File: src/rtl/bank_switch_ctrl.sv
// Bank switch controller: accepts SET/PUSH/POP commands and drives a one-cycle
// load strobe to a downstream bank register after a programmable delay.
// PUSH and POP keep a return stack of previously committed banks.
module bank_switch_ctrl #(
    parameter int WIDTH = 2,
    parameter int DEPTH = 4,
    parameter int DELAY = 1
) (
    input  logic                         clk,
    input  logic                         rst,
    input  logic                         cmd_valid,
    output logic                         cmd_ready,
    input  logic [1:0]                   cmd_op,
    input  logic [WIDTH-1:0]             cmd_bank,
    output logic                         bank_ce,
    output logic [WIDTH-1:0]             bank_new,
    output logic [WIDTH-1:0]             cur_bank,
    output logic [$clog2(DEPTH+1)-1:0]   sp,
    output logic                         err_ovf,
    output logic                         err_unf,
    input  logic                         err_clr
);

    localparam int SPW = $clog2(DEPTH + 1);
    localparam int AW  = (DEPTH > 1) ? $clog2(DEPTH) : 1;
    localparam int CW  = (DELAY > 0) ? $clog2(DELAY + 1) : 1;
    localparam logic [SPW-1:0] SP_FULL  = SPW'(DEPTH);
    localparam logic [CW-1:0]  CNT_LOAD = CW'((DELAY > 0) ? DELAY - 1 : 0);

    localparam logic [1:0] OP_SET  = 2'b01;
    localparam logic [1:0] OP_PUSH = 2'b10;
    localparam logic [1:0] OP_POP  = 2'b11;

    typedef enum logic [1:0] {
        IDLE   = 2'd0,
        WAIT   = 2'd1,
        COMMIT = 2'd2
    } state_t;

    state_t           state_reg;
    logic [CW-1:0]    cnt_reg;
    logic             cmd_ready_reg;
    logic             bank_ce_reg;
    logic             err_ovf_reg;
    logic             err_unf_reg;
    logic [WIDTH-1:0] target_reg;
    logic [WIDTH-1:0] bank_new_reg;
    logic [WIDTH-1:0] cur_bank_reg;
    logic [SPW-1:0]   sp_reg;
    logic [WIDTH-1:0] stack_mem [DEPTH];

    logic             accept;
    logic             stack_full;
    logic             stack_empty;
    logic             push_ok;
    logic             pop_ok;
    logic             ovf_event;
    logic             unf_event;
    logic             go;
    logic [AW-1:0]    push_idx;
    logic [AW-1:0]    pop_idx;
    logic [WIDTH-1:0] target_next;

    // Command decode: classify the accepted command and pick the new target.
    always_comb begin
        accept      = cmd_valid && cmd_ready_reg;
        stack_full  = (sp_reg == SP_FULL);
        stack_empty = (sp_reg == '0);
        push_ok     = accept && (cmd_op == OP_PUSH) && !stack_full;
        pop_ok      = accept && (cmd_op == OP_POP) && !stack_empty;
        ovf_event   = accept && (cmd_op == OP_PUSH) && stack_full;
        unf_event   = accept && (cmd_op == OP_POP) && stack_empty;
        go          = (accept && (cmd_op == OP_SET)) || push_ok || pop_ok;
        push_idx    = AW'(sp_reg);
        pop_idx     = AW'(sp_reg - 1'b1);
        target_next = (cmd_op == OP_POP) ? stack_mem[pop_idx] : cmd_bank;
    end

    // Return stack storage; popped entries are left in place, sp alone marks validity.
    always_ff @(posedge clk) begin
        if (push_ok) begin
            stack_mem[push_idx] <= cur_bank_reg;
        end
    end

    // Main FSM: IDLE accepts, WAIT counts the delay, COMMIT pulses the load strobe.
    always_ff @(posedge clk or posedge rst) begin
        if (rst) begin
            state_reg     <= IDLE;
            cnt_reg       <= '0;
            cmd_ready_reg <= 1'b1;
            bank_ce_reg   <= 1'b0;
            target_reg    <= '0;
            bank_new_reg  <= '0;
            cur_bank_reg  <= '0;
            sp_reg        <= '0;
        end else begin
            case (state_reg)
                IDLE: begin
                    if (go) begin
                        target_reg    <= target_next;
                        cmd_ready_reg <= 1'b0;
                        if (push_ok) begin
                            sp_reg <= sp_reg + 1'b1;
                        end else if (pop_ok) begin
                            sp_reg <= sp_reg - 1'b1;
                        end
                        if (DELAY == 0) begin
                            state_reg    <= COMMIT;
                            bank_ce_reg  <= 1'b1;
                            bank_new_reg <= target_next;
                        end else begin
                            state_reg <= WAIT;
                            cnt_reg   <= CNT_LOAD;
                        end
                    end
                end
                WAIT: begin
                    // Counts down to zero and stops; the counter never wraps.
                    if (cnt_reg == '0) begin
                        state_reg    <= COMMIT;
                        bank_ce_reg  <= 1'b1;
                        bank_new_reg <= target_reg;
                    end else begin
                        cnt_reg <= cnt_reg - 1'b1;
                    end
                end
                COMMIT: begin
                    state_reg     <= IDLE;
                    bank_ce_reg   <= 1'b0;
                    cur_bank_reg  <= target_reg;
                    cmd_ready_reg <= 1'b1;
                end
                default: begin
                    state_reg     <= IDLE;
                    bank_ce_reg   <= 1'b0;
                    cmd_ready_reg <= 1'b1;
                end
            endcase
        end
    end

    // Sticky error flags; a new error event takes priority over err_clr.
    always_ff @(posedge clk or posedge rst) begin
        if (rst) begin
            err_ovf_reg <= 1'b0;
            err_unf_reg <= 1'b0;
        end else begin
            if (ovf_event) begin
                err_ovf_reg <= 1'b1;
            end else if (err_clr) begin
                err_ovf_reg <= 1'b0;
            end
            if (unf_event) begin
                err_unf_reg <= 1'b1;
            end else if (err_clr) begin
                err_unf_reg <= 1'b0;
            end
        end
    end

    assign cmd_ready = cmd_ready_reg;
    assign bank_ce   = bank_ce_reg;
    assign bank_new  = bank_new_reg;
    assign cur_bank  = cur_bank_reg;
    assign sp        = sp_reg;
    assign err_ovf   = err_ovf_reg;
    assign err_unf   = err_unf_reg;

endmodule

File: config.mk
export PLATFORM = sky130hd
export DESIGN_NAME = bank_switch_ctrl
export DESIGN_NICKNAME = d
export VERILOG_FILES = /design/src/rtl/bank_switch_ctrl.sv
export SDC_FILE = /design/constraint.sdc
export NUM_CORES = 1
export LEC_CHECK = 0
export BUFFER_PORTS_ARGS = -buffer_cell sky130_fd_sc_hd__buf_2
export CAP_MARGIN = 20
export CORE_AREA = 2 2 48 67
export DETAILED_ROUTE_END_ITERATION = 12
export DIE_AREA = 0 0 50 69
export GPL_ROUTABILITY_DRIVEN = 0
export RECOVER_POWER = 100
export SLEW_MARGIN = 20
export SYNTH_ARGS = -nofsm -noshare
export SYNTH_HDL_FRONTEND = slang
export SYNTH_SLANG_ARGS = --single-unit
File: constraint.sdc
create_clock -name clk -period 2.3 [get_ports clk]
set_clock_uncertainty 0.05 [all_clocks]
set_input_delay 0.46 -clock clk [delete_from_list [all_inputs] [get_ports clk]]
set_output_delay 0.46 -clock clk [all_outputs]
set_load 0.005 [all_outputs]
==> impl_metrics.tcl <==
set metrics [dict create \
    antenna-diode-count 0 \
    cp.arrival_ns 2.08 \
    viasPerCell 5.03 \
    std_cell_rows 23 \
    ys_seq_elements 23 \
    syn-mean-instance-area_um2 12.7 \
    cap_violations 0 \
    synth_sequential_area_ratio_pct 56.6 \
    smallest_hold_slack_ns 0.192 \
    relSlewSlack_pct 62.1 \
    maxClockFrequency_mhz 517 \
    slew_violations 0 \
    syn2layout_area_growth_pct 15.0 \
    coreArea_um2 2850 \
    flop2flop_setup_slack_ns 0.37 \
    synth-edff-count 8 \
    grt_setup_unrepaired "no" \
    global_route_wire_length_before_repair_um 3800 \
    first_global_vias 785 \
    yosys_most_used_dff "dfrtp_1" \
    timing.critical_path.cells "inv_1 > ha_1 > mux2i_1 > or3_2 > o311ai_0 > mux2_2" \
    count_of_input_and_output_buffers 18 \
    cts.htree.levels 1 \
    timing.final.setup_violations 0 \
    postSynth.asyncResetShare_pct 65.2 \
    fin_crit_sh_pct 84.0 \
    final_report_hold_violation_count 0 \
    cts_root_buffer "clkbuf_8" \
    crit_path_time_final_ns 1.93 \
    hp-class "in2async" \
    crit_path_start_kind "register" \
    synth_simple_gate_area_share_pct 11.1 \
    worstSkewPairLatency_ns 0.26 \
    clkSlewWorstSetupHoldPaths_ns 0.08 \
    tritoncts.num_buffers 3 \
    post_synth_design_cell_area_um2 1090 \
    outcome "completed" \
    totalWireLength_um 2210 \
    detailed_place.area_um2 1220 \
    overall_global_routing_usage_pct 14.9 \
    drive_gt1_share_pct 28.0 \
    dpl.hpwl_um 1780 \
    yosys-mux-area-fraction_pct 11.0 \
    top_level_ports 19 \
    syn-num-nets 99 \
    compound_gate_portion_of_the_synthesized_area_pct 8.27 \
    dr.pass1.iters 4 \
    netlist_instances 86 \
    finalWorstSetupSlack_ns 0.367 \
    final_nets 121 \
    dieArea_um2 3450 \
    routed-via-count 724 \
    number_of_buffers_inserted_to_repair_setup_after_cts 0 \
    cpMaxStageDelayCell "dfrtp_1" \
    cts_buffer_depth 2 \
    grt_max_degree 16 \
    tritoncts "done" \
    route.antenna.remaining_nets 0 \
    critical_path_peak_fanout 5 \
    required_ns 2.45 \
    regToRegStartpoint "sp[1]$_DFFE_PP0P_" \
    synth-adder-area-share_pct 5.74 \
    floorplan.die.height_um 69 \
    peak_per_stage_delay_on_the_critical_path_ns 0.43 \
    irDropWorstVdd_uv 281 \
    preCtsSetupSlack_ns 0.392 \
    design_area_um2 1250 \
    initial_antenna_violation_count 0 \
    fp.dieW_um 50 \
    largest_register_ff_count 8 \
    least_margin_pin_slew_ns 0.568 \
    synthesis.yosys.warnings 0 \
    static_leakage_nw 0.610 \
    grt-ovfl-total 0 \
    cts.sink_count 23 \
    initial_core_util_pct 38.3 \
    power_density_nw_per_um2 548 \
    synth_xor_xnor_area_share_pct 3.21 \
    timing.rr.end "target_reg[0]$_DFFE_PP0P_" \
    totalNegativeSetupSlack_ns 0 \
    worstSetupEndpointType "register" \
    route.detailed.drc 0 \
    drt-initial-drc-count 9 \
    finalCoreUtilization_pct 44.0 \
    ff2ff_path_depth 6 \
    ctsHoldBuffers 0 \
    post_cts.resized_instances 0 \
    worst-setup-path-type "reg2reg" \
    synth_top_family_by_area "simple AND/OR/NAND/NOR gates" \
    synth.distinct_cells 30 \
    routedWlPerCell_um 15.4 \
]
==> cell usage in the layout, fill, tap and decap left out, types with 2 or more instances in the layout <==
master and instances:
and3_1 2, nand2b_1 3, o311ai_0 2, inv_1 9, nand2_1 7, buf_2 13, clkbuf_1 6, nor2_1 3
xnor2_1 3, edfxtp_1 8, mux2_2 8, ha_1 5, clkbuf_8 3, mux2i_1 3, dfrtp_1 14
==> synthesized netlist by cell type (2+ instances only) <==
library cell | instances | area share (%)
xnor2_1 | 3 | 2.4
o311ai_0 | 2 | 1.6
and3_1 | 2 | 1.1
mux2i_1 | 3 | 2.8
nor2_1 | 3 | 1.0
clkbuf_2 | 2 | 0.92
ha_1 | 5 | 5.7
nand2_1 | 7 | 2.4
mux2_2 | 8 | 8.3
dfrtp_1 | 14 | 32
inv_1 | 9 | 3.1
nand2b_1 | 3 | 1.7
edfxtp_1 | 8 | 22
==> layout make-up <==
| type | instances | area [um^2] |
|---|---|---|
| Clock buffer | 3 | 41.3 |
| Clock inverter | 1 | 5.00 |
| Fill cell | 274 | 1600 |
| Inverter | 9 | 33.8 |
| Multi-Input combinational cell | 52 | 423 |
| Sequential cell | 23 | 617 |
| Tap cell | 37 | 46.3 |
| Timing Repair Buffer | 19 | 87.6 |
==> worst max-delay path by stage <==
stage | endpoint | depth (start not counted) | from | slack [ns]
floorplan | target_reg[0]$_DFFE_PP0P_ | 7 | sp[0]$_DFFE_PP0P_ | 0.37
global placement | target_reg[0]$_DFFE_PP0P_ | 6 | sp[1]$_DFFE_PP0P_ | 0.39
detailed placement | target_reg[0]$_DFFE_PP0P_ | 6 | sp[1]$_DFFE_PP0P_ | 0.39
CTS | target_reg[0]$_DFFE_PP0P_ | 6 | sp[1]$_DFFE_PP0P_ | 0.36
global route | target_reg[0]$_DFFE_PP0P_ | 6 | sp[1]$_DFFE_PP0P_ | 0.25
finish | target_reg[0]$_DFFE_PP0P_ | 6 | sp[1]$_DFFE_PP0P_ | 0.37
==> stage by stage <==
| step | instances | power (mW) |
|---|---|---|
| 3_3_place_gp | 140 | 0.451 |
| 2_1_floorplan | 86 | 0.439 |
| 4_1_cts | 144 | 0.702 |
| 5_1_grt | 144 | 0.719 |
| 3_5_place_dp | 140 | 0.452 |
| 6_report | 144 | 0.687 |
==> metal layers <==
metal / track usage, % / vias to the layer above / part of all wire, %
met1: 16.9 / 352 / 39
met3: 2.60 / 4 / 4.2
li1: - / 344 / -
met5: 0 / - / 0
met2: 25.3 / 24 / 55
met4: 8.64 / 0 / 1.5
==> power breakdown <==
part | leakage (nW) | internal [mW] | total, mW | switching [mW]
Sequential | 0.299 | 0.421 | 0.421 | 0.0000000000000000390
Combinational | 0.285 | 0.00765 | 0.0214 | 0.0138
Clock | 0.0255 | 0.121 | 0.245 | 0.124
==> cell families (layout without fill, tap and decap cells) <==
kind of cell,count (synthesis),in the layout
adder cells (fa/ha/maj),5,5
AO/OA/AOI/OAI,11,11
XOR/XNOR,4,4
multiplexers,11,11
AND/OR/NAND/NOR,21,21
buffers and inverters,11,32
flip-flops,23,23
==> worst max-delay path, delay by kind of cell, from the launching register on <==
kind,cells,cell delay [ns]
flip-flops,1,0.43
AND/OR/NAND/NOR,1,0.41
adder cells (fa/ha/maj),1,0.39
multiplexers,2,0.37
AO/OA/AOI/OAI,1,0.12
buffers and inverters,1,0.11
Power figures use the tool's default switching activity.
